==> src/rtl/hub_add_pkg.sv <==
// rtl/hub_add_pkg.sv - shared widths, HUB operand layout and mantissa unpack helper
package hub_add_pkg;

    localparam int M = 23;
    localparam int E = 8;
    localparam int extra_bits_mantissa = 7;
    localparam int W = M + extra_bits_mantissa;

    typedef struct packed {
        logic         sign;
        logic [E-1:0] exp;
        logic [M-1:0] mant;
    } hub_operand_t;

    // {hidden 1, mantissa, ILSB 1, zero padding}; a zero exponent encodes the value zero
    function automatic logic [W-1:0] unpack_mant(input hub_operand_t op);
        logic [W-1:0] ext;
        ext = W'({1'b1, op.mant, 1'b1}) << (extra_bits_mantissa - 2);
        if (op.exp == '0) begin
            ext = '0;
        end
        return ext;
    endfunction

endpackage

==> src/rtl/hub_align_stage_if.sv <==
// rtl/hub_align_stage_if.sv - operand input and aligned output handshake bundle
interface hub_align_stage_if;
    import hub_add_pkg::*;

    logic         in_valid;
    logic         in_ready;
    logic [E+M:0] x_in;
    logic [E+M:0] y_in;
    logic         sub_op;
    logic         out_valid;
    logic         out_ready;
    logic [W-1:0] big_mant;
    logic [W-1:0] small_mant;
    logic [E:0]   shift_amount;
    logic [E-1:0] big_exp;
    logic         result_sign;
    logic         eff_sub;

    modport master (
        output in_valid, x_in, y_in, sub_op, out_ready,
        input  in_ready, out_valid, big_mant, small_mant, shift_amount,
               big_exp, result_sign, eff_sub
    );

    modport slave (
        input  in_valid, x_in, y_in, sub_op, out_ready,
        output in_ready, out_valid, big_mant, small_mant, shift_amount,
               big_exp, result_sign, eff_sub
    );

endinterface

==> src/rtl/hub_unpack.sv <==
// rtl/hub_unpack.sv - combinational operand to extended mantissa and zero flag
module hub_unpack
    import hub_add_pkg::*;
(
    input  hub_operand_t  op,
    output logic [W-1:0]  ext_mant,
    output logic          is_zero
);

    assign ext_mant = unpack_mant(op);
    assign is_zero  = (op.exp == '0);

endmodule

==> src/rtl/hub_align_stage.sv <==
// rtl/hub_align_stage.sv - two-stage exponent compare, swap and shift-amount front end
module hub_align_stage
    import hub_add_pkg::*;
(
    input  logic              clk,
    input  logic              rst_n,
    hub_align_stage_if.slave  bus
);

    hub_operand_t x_op, y_op;
    logic         s1_en, s2_en;
    logic         s1_valid, s2_valid;
    hub_operand_t s1_x, s1_y;
    logic         s1_sub;
    logic [E:0]   s1_diff;
    logic         s1_x_ge;
    logic         x_ge_d;
    logic [E:0]   diff_d;

    assign x_op = bus.x_in;
    assign y_op = bus.y_in;

    // in_ready follows out_ready combinationally so a full pipe still streams at full rate
    assign s2_en        = !s2_valid || bus.out_ready;
    assign s1_en        = !s1_valid || s2_en;
    assign bus.in_ready = s1_en;

    assign x_ge_d = (x_op.exp > y_op.exp) ||
                    ((x_op.exp == y_op.exp) && (x_op.mant >= y_op.mant));
    assign diff_d = {1'b0, x_op.exp} - {1'b0, y_op.exp};

    always_ff @(posedge clk or negedge rst_n) begin
        if (!rst_n) begin
            s1_valid <= 1'b0;
            s1_x     <= '0;
            s1_y     <= '0;
            s1_sub   <= 1'b0;
            s1_diff  <= '0;
            s1_x_ge  <= 1'b0;
        end else if (s1_en) begin
            s1_valid <= bus.in_valid;
            if (bus.in_valid) begin
                s1_x    <= x_op;
                s1_y    <= y_op;
                s1_sub  <= bus.sub_op;
                s1_diff <= diff_d;
                s1_x_ge <= x_ge_d;
            end
        end
    end

    logic [W-1:0] x_ext, y_ext;
    logic         x_zero, y_zero;
    logic [E:0]   abs_diff;
    logic [W-1:0] big_mant_d, small_mant_d;
    logic [E:0]   shift_d;
    logic [E-1:0] big_exp_d;
    logic         result_sign_d, eff_sub_d;

    hub_unpack u_unpack_x (.op(s1_x), .ext_mant(x_ext), .is_zero(x_zero));
    hub_unpack u_unpack_y (.op(s1_y), .ext_mant(y_ext), .is_zero(y_zero));

    always_comb begin
        abs_diff      = s1_diff[E] ? (~s1_diff + (E+1)'(1)) : s1_diff;
        shift_d       = (abs_diff > (E+1)'(W)) ? (E+1)'(W) : abs_diff;
        eff_sub_d     = s1_x.sign ^ s1_y.sign ^ s1_sub;
        big_mant_d    = x_zero ? '0 : x_ext;
        small_mant_d  = y_zero ? '0 : y_ext;
        big_exp_d     = s1_x.exp;
        result_sign_d = s1_x.sign;
        // equal magnitudes keep X as big so big - small never goes negative
        if (!s1_x_ge) begin
            big_mant_d    = y_zero ? '0 : y_ext;
            small_mant_d  = x_zero ? '0 : x_ext;
            big_exp_d     = s1_y.exp;
            result_sign_d = s1_y.sign ^ s1_sub;
        end
    end

    logic [W-1:0] big_mant_q, small_mant_q;
    logic [E:0]   shift_q;
    logic [E-1:0] big_exp_q;
    logic         result_sign_q, eff_sub_q;

    always_ff @(posedge clk or negedge rst_n) begin
        if (!rst_n) begin
            s2_valid      <= 1'b0;
            big_mant_q    <= '0;
            small_mant_q  <= '0;
            shift_q       <= '0;
            big_exp_q     <= '0;
            result_sign_q <= 1'b0;
            eff_sub_q     <= 1'b0;
        end else if (s2_en) begin
            s2_valid <= s1_valid;
            if (s1_valid) begin
                big_mant_q    <= big_mant_d;
                small_mant_q  <= small_mant_d;
                shift_q       <= shift_d;
                big_exp_q     <= big_exp_d;
                result_sign_q <= result_sign_d;
                eff_sub_q     <= eff_sub_d;
            end
        end
    end

    assign bus.out_valid    = s2_valid;
    assign bus.big_mant     = big_mant_q;
    assign bus.small_mant   = small_mant_q;
    assign bus.shift_amount = shift_q;
    assign bus.big_exp      = big_exp_q;
    assign bus.result_sign  = result_sign_q;
    assign bus.eff_sub      = eff_sub_q;

endmodule

==> src/flat_wrapper.sv <==
// flat-port wrapper written by rule: the top's interface ports become plain ports
module hub_align_stage_flat import hub_add_pkg::*;
  (clk, rst_n, bus_in_valid, bus_x_in, bus_y_in, bus_sub_op, bus_out_ready, bus_in_ready, bus_out_valid, bus_big_mant, bus_small_mant, bus_shift_amount, bus_big_exp, bus_result_sign, bus_eff_sub);
  hub_align_stage_if bus_i ();
  input  logic clk;
  input  logic rst_n;
  input wire logic [$bits(bus_i.in_valid)-1:0] bus_in_valid;
  input wire logic [$bits(bus_i.x_in)-1:0] bus_x_in;
  input wire logic [$bits(bus_i.y_in)-1:0] bus_y_in;
  input wire logic [$bits(bus_i.sub_op)-1:0] bus_sub_op;
  input wire logic [$bits(bus_i.out_ready)-1:0] bus_out_ready;
  output wire logic [$bits(bus_i.in_ready)-1:0] bus_in_ready;
  output wire logic [$bits(bus_i.out_valid)-1:0] bus_out_valid;
  output wire logic [$bits(bus_i.big_mant)-1:0] bus_big_mant;
  output wire logic [$bits(bus_i.small_mant)-1:0] bus_small_mant;
  output wire logic [$bits(bus_i.shift_amount)-1:0] bus_shift_amount;
  output wire logic [$bits(bus_i.big_exp)-1:0] bus_big_exp;
  output wire logic [$bits(bus_i.result_sign)-1:0] bus_result_sign;
  output wire logic [$bits(bus_i.eff_sub)-1:0] bus_eff_sub;
  assign bus_i.in_valid = bus_in_valid;
  assign bus_i.x_in = bus_x_in;
  assign bus_i.y_in = bus_y_in;
  assign bus_i.sub_op = bus_sub_op;
  assign bus_i.out_ready = bus_out_ready;
  assign bus_in_ready = bus_i.in_ready;
  assign bus_out_valid = bus_i.out_valid;
  assign bus_big_mant = bus_i.big_mant;
  assign bus_small_mant = bus_i.small_mant;
  assign bus_shift_amount = bus_i.shift_amount;
  assign bus_big_exp = bus_i.big_exp;
  assign bus_result_sign = bus_i.result_sign;
  assign bus_eff_sub = bus_i.eff_sub;
  hub_align_stage u_core (.clk(clk), .rst_n(rst_n), .bus(bus_i));
endmodule
==> config.mk <==
export PLATFORM = sky130hd
export DESIGN_NAME = hub_align_stage_flat
export DESIGN_NICKNAME = d
export VERILOG_FILES = /design/src/rtl/hub_add_pkg.sv /design/src/rtl/hub_align_stage_if.sv /design/src/rtl/hub_unpack.sv /design/src/rtl/hub_align_stage.sv /design/src/flat_wrapper.sv
export SDC_FILE = /design/constraint.sdc
export NUM_CORES = 1
export LEC_CHECK = 0
export BUFFER_PORTS_ARGS = -buffer_cell sky130_fd_sc_hd__buf_2
export CORE_UTILIZATION = 50
export CTS_CLUSTER_DIAMETER = 40
export CTS_CLUSTER_SIZE = 16
export DETAILED_ROUTE_END_ITERATION = 8
export PLACE_DENSITY = 0.74
export SETUP_SLACK_MARGIN = 0.2
export SLEW_MARGIN = 20
export SYNTH_ARGS = -nofsm -noshare
export SYNTH_HDL_FRONTEND = slang
export SYNTH_SLANG_ARGS = --single-unit
==> constraint.sdc <==
create_clock -name clk -period 4 [get_ports clk]
set_input_delay 0.2 -clock clk [delete_from_list [all_inputs] [get_ports clk]]
set_output_delay 0.2 -clock clk [all_outputs]
set_load 0.02 [all_outputs]
==> out/results.tsv, run 1 <==
metric	value	unit
Min Hold Slack	8.679	ps
row cnt	42	
DRC	0	
die span in x	120.6	um
post-synthesis compound-gate area fraction	15.75	%
clock slew at reported path FFs	60	ps
Root Buffer	clkbuf_16	
Synth Area in Adders	6.159	%
Setup violations, final	0	
Critical Path Start	u_core.s1_diff[1]	
post-CTS setup buffer count	0	
worst min path class	in -> reg	
Final Hold Viols	0	
CTS tree	built	
largest family of logic cells by synthesized area	simple AND/OR/NAND/NOR gates	
cell taking the most area after synthesis	dfrtp_1	
count of maximum capacitance violations	0	
Syn. warnings	0	
Routed Antenna Nets	0	
first-pass GRT wire length	28500	um
DR iter-0 viols	419	
sequential area share after synthesis	51.26	%
count of different cell masters after synthesis	53	
Cells after Synth	759	
status	finished clean	
top cells by area, synth	dfrtp_1 (51%), nand2_1 (8.6%), ha_1 (5.9%)	
Post-Synth Simple-Gate Area	18.89	%
Worst slew margin	28.89	%
Final nets	997	
Clock Latency Late Sink	420	ps
Req. time, crit path	4300	ps
Buf/Inv on CP	1	
RD Place Congestion	0.7913	
top-level I/O count	150	
mux cell area share after synthesis	1.282	%
chip height	120.6	um
Pre-Repair DR Iteration Count	5	
post-cts gate resize count	0	
CP Cell Sequence	inv_1, ha_1, or3b_4, or3_1, o311ai_2, o2111ai_2, a41o_1	
final clock skew	6.307	ps
gr ovfl total	0	
final WL	17240	um
Clock Sinks	144	
detailed placer's ending HPWL	11380	um
critical path endpoint category	flop	
EDFF count, synth	0	
Pleak	4.202	nW
antenna violations before repair	0	
Fmax achieved	0.4308	GHz
Crit path arrival time	2630	ps
initial core utilization	52.25	%
Slowest-stage cell, CP	dfrtp_1	
Max Fanout on Critical Path	8	
prevailing post-synth register cell	dfrtp_1	
core area	13450	sq um
worst slew pin tran	1067	ps
Vias/cell	5.494	
Mean Syn Cell Area	9.261	sq um
gr usage total	25.44	%
layout cells sized above 1	20.58	%
Port Buffers	139	
RSZ-0062 raised after global routing	no	
CTS Buf Count	17	
Clock Tree Buf Depth	2	
Syn-to-layout area delta	21.20	%
final setup TNS	0	ps
largest net degree at the start of global routing	122	
fin crit share	58.04	%
CP top delay family	simple AND/OR/NAND/NOR gates	
VDD IR max	0.2837	mV
Final min period	2321	ps
startpoint type of the worst setup path	flop	
Slew Viols, Final	0	
Crit Path Category	reg -> reg	
Synth Area in XOR/XNOR	0.8722	%
top-area cell type share of the netlist area	51.26	%
fin util	63.33	%
Mapped Area	7029	sq um
ys async rst share	100.0	%
vias in the first global route	5668	
worst hold start	bus_x_in[13]	
die area	14540	sq um
Pwr Density	543.6	nW/um^2
FILL cells	1194	
H-Tree Depth	4	
CP peak stage delay	460	ps
#FFs+latches synth	144	
worst r2r src	u_core.s1_diff[1]	
Ant. Diodes	0	
vias	5933	
DR WL/cell	15.96	um
[cell usage after synthesis, types with 9 or more instances]
master	number
ha_1	33
a221oi_1	46
a21oi_1	13
dfrtp_1	144
clkbuf_1	39
inv_1	36
nand2_1	161
buf_4	13
o21ai_0	54
mux2i_1	9
nor2_1	103
[layer usage]
layer  up-vias  GRT usage [%]  wire (um)
li1       2873              -          -
met1      2807          35.33       7912
met2       228          39.83       8001
met3        25          4.764       1024
met4         0          9.336        299
met5         -              0          0
[cells by family after synthesis]
| kind of cell | after synthesis |
|---|---|
| AO/OA/AOI/OAI | 157 |
| XOR/XNOR | 7 |
| adder cells (fa/ha/maj) | 34 |
| buffers and inverters | 92 |
| flip-flops | 144 |
| multiplexers | 9 |
| other | 1 |
| AND/OR/NAND/NOR | 315 |
[through the flow]
| step | cells | total power [mW] | setup slack [ps] | area, sq um |
|---|---|---|---|---|
| detailed placement | 1035 | 3.151 | 1704 | 7804 |
| global placement | 1035 | 3.129 | 1719 | 7804 |
| floorplan | 768 | 2.726 | 1838 | 7063 |
| global route | 1080 | 4.888 | 1518 | 8519 |
| finish | 1080 | 4.631 | 1679 | 8519 |
| CTS | 1080 | 4.653 | 1684 | 8511 |
[registers in the layout, indices dropped and copies added (netlist names)]
register,count
u_core.s1_valid,1
u_core.s1_y,32
u_core.s1_diff,9
u_core.bus.small_mant,24
u_core.s1_sub,1
u_core.s1_x,32
u_core.bus.shift_amount,9
u_core.bus.big_mant,24
u_core.bus.result_sign,1
u_core.s1_x_ge,1
u_core.bus.big_exp,8
u_core.bus.eff_sub,1
u_core.bus.out_valid,1
[area by class of cell]
type                    instances  area, sq um  share of cell area, %
well taps                     176        220.2                  2.585
clock buffers                  23        488.0                  5.728
inverters                      36        135.1                  1.586
repair buffers                163        922.1                  10.82
clock inverters                 6        58.81                 0.6903
flip-flops and latches        144         3603                  42.30
multi-input cells             532         3092                  36.29
[worst register-to-register path, stage by stage (launching register included)]
cell,delay (ps)
dfrtp_1,460
inv_1,90
ha_1,190
or3b_4,410
or3_1,340
o311ai_2,240
o2111ai_2,230
a41o_1,260
[timing repair]
action	CTS	global route
hold endpoints to repair	92	0
setup endpoints to repair	0	0
hold buffers	16	0
[power breakdown]
group | internal, mW | leakage [nW] | switching [mW] | total (mW)
Sequential | 1.73 | 1.72 | 0.219 | 1.95
Clock | 0.907 | 0.275 | 0.578 | 1.48
Combinational | 0.433 | 2.21 | 0.763 | 1.20
[path summary, 6_finish.rpt]
| kind | end | slack (ps) | depth (start not counted) |
|---|---|---|---|
| max | u_core.bus.shift_amount[0] | 1680 | 7 |
| min | u_core.s1_x[13] | 9 | 3 |
| max reg2reg | u_core.bus.shift_amount[0] | 1680 | 7 |
| min reg2reg | u_core.bus.big_exp[4] | 470 | 2 |
| max in group asynchronous | u_core.bus.big_mant[13] | 2710 | 3 |
| min in group asynchronous | u_core.bus.shift_amount[8] | 370 | 2 |
[cells in the final DEF (no fill, tap or decap), drive strengths merged, types with 5 or more instances in the layout]
cell,count
nand2,161
a211oi,6
a221oi,46
nand2b,7
clkinv,5
nand4,5
a21oi,13
mux2i,9
nor2,103
xor2,5
o21ai,54
and2,7
clkbuf,23
dfrtp,144
nor4,5
buf,147
ha,33
dlygate4sd3,16
nor2b,5
o31ai,7
inv,36
conb,10
Power figures use the tool's default switching activity.
==> run 2: changes to the inputs <==
clock period = 2.4 ns   (was 4 ns; I/O delays follow)
==> out/results.tsv, run 2 (synthesized netlist as in run 1, its figures left out) <==
metric	value	unit
vias	6265	
first-pass GRT wire length	30770	um
initial core utilization	52.25	%
Req. time, crit path	2720	ps
pre-CTS WS	42.02	ps
chip height	120.6	um
Pleak	4.493	nW
Crit path arrival time	2490	ps
Fmax achieved	0.4606	GHz
DRC	0	
Buf/Inv on CP	1	
r2r setup slk	230	ps
final setup TNS	0	ps
fin crit share	90.46	%
Slew Viols, Final	0	
placed cell area	7939	sq um
Crit Path Category	reg -> reg	
CTS tree	built	
Final nets	1055	
layout cells sized above 1	22.07	%
Vias/cell	5.491	
die area	14540	sq um
worst hold start	bus_x_in[23]	
Slowest-stage cell, CP	dfrtp_1	
worst r2r src	u_core.s1_diff[0]	
Final Hold Viols	0	
final clock skew	6.349	ps
Clock Latency Late Sink	430	ps
power share of the sequential group	39.8	%
CP top delay family	compound AO/OA/AOI/OAI gates	
Clock Power Share	32.5	%
Routed Antenna Nets	0	
Clock Sinks	144	
gr ovfl total	0	
Logic pwr share	27.7	%
clock slew at reported path FFs	60	ps
Port Buffers	139	
Max Fanout on Critical Path	5	
RD Place Congestion	0.8604	
top-level I/O count	150	
core area	13450	sq um
status	finished clean	
commonest non-fill, non-tap cells in the layout	nand2_1 (159), dfrtp_1 (144), buf_2 (138)	
row cnt	42	
final instance area	9181	sq um
critical path endpoint category	flop	
count of maximum capacitance violations	0	
worst slew pin tran	573.0	ps
CP Cell Sequence	inv_2, ha_4, or3b_4, or3_4, o311ai_4, o2111ai_4, a41o_1	
RSZ-0062 raised after global routing	yes	
detailed placer's ending HPWL	12200	um
CTS Buf Count	17	
top flop regs	u_core.s1_x (32), u_core.s1_y (32)	
Root Buffer	clkbuf_16	
internal power	5.349	mW
gr usage total	27.66	%
Setup WS post-layout	228.9	ps
antenna violations before repair	0	
VDD IR max	0.5393	mV
switching part of the total	33.84	%
Pwr Density	880.6	nW/um^2
commonest non-fill, non-tap cell in the layout	nand2_1	
H-Tree Depth	4	
Worst slew margin	61.44	%
Syn-to-layout area delta	30.62	%
Setup violations, final	0	
DR iter-0 viols	587	
vias in the first global route	6211	
die span in x	120.6	um
worst min path class	in -> reg	
fin util	68.25	%
startpoint type of the worst setup path	flop	
Ant. Diodes	0	
largest net degree at the start of global routing	88	
final WL	18840	um
DR WL/cell	16.51	um
NetSw	2.736	mW
Pre-Repair DR Iteration Count	5	
Clock Tree Buf Depth	2	
Critical Path Start	u_core.s1_diff[0]	
CP peak stage delay	390	ps
Final min period	2171	ps
==> run 2: cell count changes in the layout (fill, tap and decap cells not counted), sizes merged <==
cell,before,now
buf,147,165
bufinv,1,2
clkinv,5,6
dlygate4sd3,16,56
inv,36,37
==> run 2: worst min-delay path, cell delays in order <==
cell and delay (ps):
buf_2 100, inv_1 80, o21ai_0 90
==> run 2: what timing repair did <==
action / 4_1_cts / 5_1_grt
endpoints found under the hold margin: 199 / 0
setup endpoints to repair: 5 / 5
buffers inserted: 4 / 1
hold buffers: 56 / 0
resized for setup: 8 / 3
pin swaps: 6 / 7
==> run 2: final timing paths <==
| path | to | cells past startpoint |
|---|---|---|
| worst max-delay path | u_core.bus.shift_amount[0] | 7 |
| worst min-delay path | u_core.s1_x[23] | 3 |
| worst max register to register | u_core.bus.shift_amount[0] | 7 |
| worst min register to register | u_core.bus.big_exp[5] | 2 |
| max in group asynchronous | u_core.bus.big_mant[9] | 3 |
| min in group asynchronous | u_core.bus.shift_amount[8] | 2 |
==> run 2: area by class of cell <==
cell class                 instances  area (sq um)
multi-input combinational        532          3139
sequential                       144          3603
clock buffer                      23         478.0
timing repair buffer             221          1499
fill                            1072          4272
tap                              176         220.2
inverter                          36         135.1
clock inverter                     9         106.4
==> run 2: routing by layer <==
layer | share of wire (%) | vias to the layer above | GRT usage (%)
li1 | - | 2979 | -
met1 | 43 | 3009 | 35.50
met2 | 49 | 243 | 45.58
met3 | 5.7 | 34 | 5.425
met4 | 2.4 | 0 | 12.04
met5 | 0 | - | 0
==> run 2: power by group through the flow <==
stage | registers, mW | logic (mW) | clock network [mW]
after global routing | 3.27 | 2.46 | 2.76
after detailed placement | 3.25 | 2.08 | 0
after CTS | 3.21 | 2.22 | 2.66
final | 3.22 | 2.24 | 2.63
after global placement | 3.23 | 2.04 | 0
after floorplan | 3.53 | 1.01 | 0
==> run 2: per-stage QoR <==
| step | power, mW | cells | hold slack (ps) |
|---|---|---|---|
| finish | 8.085 | 1141 | 6.101 |
| global placement | 5.275 | 1048 | -47.03 |
| detailed placement | 5.329 | 1048 | -48.50 |
| global route | 8.490 | 1141 | 12.49 |
| CTS | 8.088 | 1140 | 1.701 |
| floorplan | 4.543 | 768 | -175.6 |
==> run 3: changes to the inputs <==
BUFFER_PORTS_ARGS = -buffer_cell sky130_fd_sc_hd__clkbuf_2   (was -buffer_cell sky130_fd_sc_hd__buf_2)
==> out/results.tsv, run 3 (synthesized netlist as in run 1, its figures left out) <==
metric	value	unit
number of cells on the critical path	6	
antenna violations before repair	0	
RSZ-0062 raised after global routing	yes	
layout cells sized above 1	21.79	%
Final nets	1065	
Slowest-stage cell, CP	or4_4	
final setup TNS	0	ps
Clock Latency Late Sink	420	ps
fin crit share	90.58	%
Vias/cell	5.473	
Buf/Inv on CP	1	
Worst slew margin	56.48	%
row cnt	42	
Clock Tree Buf Depth	2	
Setup WS post-layout	226.1	ps
r2r worst-path depth	6	
die span in x	120.6	um
critical path endpoint category	flop	
commonest non-fill, non-tap cells in the layout	nand2_1 (159), dfrtp_1 (144), clkbuf_2 (137)	
register area	3603	sq um
status	finished clean	
worst min path class	in -> reg	
core area	13450	sq um
Slew Viols, Final	0	
final clock skew	5.747	ps
placed cell area	7939	sq um
Fmax achieved	0.4600	GHz
detailed placer's ending HPWL	12030	um
hold depth	3	
CP peak stage delay	520	ps
gr ovfl total	0	
Final Hold Viols	0	
CP top delay family	simple AND/OR/NAND/NOR gates	
Clock Sinks	144	
VDD IR max	0.5438	mV
pre-CTS WS	81.29	ps
Routed Antenna Nets	0	
worst slew pin tran	652.7	ps
DRC	0	
count of maximum capacitance violations	0	
chip height	120.6	um
top-level I/O count	150	
Setup violations, final	0	
FILL cells	1062	
clock slew at reported path FFs	60	ps
gr usage total	27.33	%
final std cells w/o fill	1149	
Crit Path Category	reg -> reg	
final WL	18740	um
Final min period	2174	ps
commonest non-fill, non-tap cell in the layout	nand2_1	
final instance area	9263	sq um
largest net degree at the start of global routing	60	
Max Fanout on Critical Path	5	
first-pass GRT wire length	30580	um
Root Buffer	clkbuf_16	
DR iter-0 viols	460	
vias	6289	
CTS tree	built	
startpoint type of the worst setup path	flop	
Crit path arrival time	2450	ps
Pleak	4.552	nW
Pwr Total	8.034	mW
Pwr Density	867.3	nW/um^2
Port Buffers	139	
# placed instances	1048	
initial core utilization	52.25	%
footprint of the multi-input gates	3146	sq um
Syn-to-layout area delta	31.77	%
DR WL/cell	16.31	um
CTS Buf Count	17	
top flop regs	u_core.s1_x (32), u_core.s1_y (32)	
Pre-Repair DR Iteration Count	6	
die area	14540	sq um
H-Tree Depth	4	
CP Cell Sequence	buf_4, or4_4, or4b_1, nand2_1, a32o_2, a41oi_2	
RD Place Congestion	0.8886	
Ant. Diodes	0	
Req. time, crit path	2680	ps
vias in the first global route	6215	
[run 3: cell count changes in the layout (fill, tap and decap cells not counted), moves of 2 or more]
| cell | previous run | this run |
|---|---|---|
| buf_2 | 138 | 1 |
| dlygate4sd3_1 | 56 | 64 |
| clkinv_4 | 2 | 0 |
| buf_4 | 22 | 24 |
| inv_2 | 2 | 0 |
| clkbuf_2 | 0 | 137 |
| inv_1 | 34 | 36 |
[run 3: per-layer routing]
metal / global-route usage [%] / share of wire, % / up-vias
li1: - / - / 2998
met1: 35.80 / 44 / 3000
met2: 44.36 / 47 / 244
met3: 4.717 / 5.6 / 47
met4: 12.58 / 3.2 / 0
met5: 0 / 0 / -
[run 3: worst paths after layout]
check,from,endpoint,slack [ps]
hold reg to reg,u_core.bus.result_sign,u_core.bus.result_sign,480
max in group asynchronous,rst_n,u_core.bus.small_mant[24],1460
hold / removal,bus_x_in[0],u_core.s1_x[0],20
setup reg to reg,u_core.s1_diff[0],u_core.bus.shift_amount[2],230
setup / recovery,u_core.s1_diff[0],u_core.bus.shift_amount[2],230
min in group asynchronous,rst_n,u_core.bus.shift_amount[7],230
[run 3: power breakdown]
part,internal [mW],switching (mW)
Clock,1.60,0.962
Sequential,2.89,0.355
Combinational,0.858,1.38
[run 3: timing repair]
action,4_1_cts,5_1_grt
hold endpoints to repair,119,0
buffers inserted,3,4
gates resized for setup,4,8
setup endpoints to repair,5,7
pin swaps,4,8
hold buffers,64,0
[run 3: stage by stage]
step | utilization [%] | hold WS (ps)
detailed placement | 59.01 | 124.9
CTS | 68.35 | 4.740
global route | 68.85 | 22.72
finish | 68.85 | 19.94
global placement | 59.01 | 129.4
floorplan | - | -175.6
[run 3: cell type report]
type / count / share of cell area, %
Clock buffer: 24 / 5.201
Clock inverter: 6 / 0.8915
Inverter: 36 / 1.459
Multi-Input combinational cell: 532 / 33.96
Sequential cell: 144 / 38.90
Tap cell: 176 / 2.377
Timing Repair Buffer: 231 / 17.21
[run 3: worst reg2reg max path, stage by stage, from the launching register on]
cell and delay [ps]:
dfrtp_1 380, buf_4 160, or4_4 520, or4b_1 470, nand2_1 80, a32o_2 280
a41oi_2 140
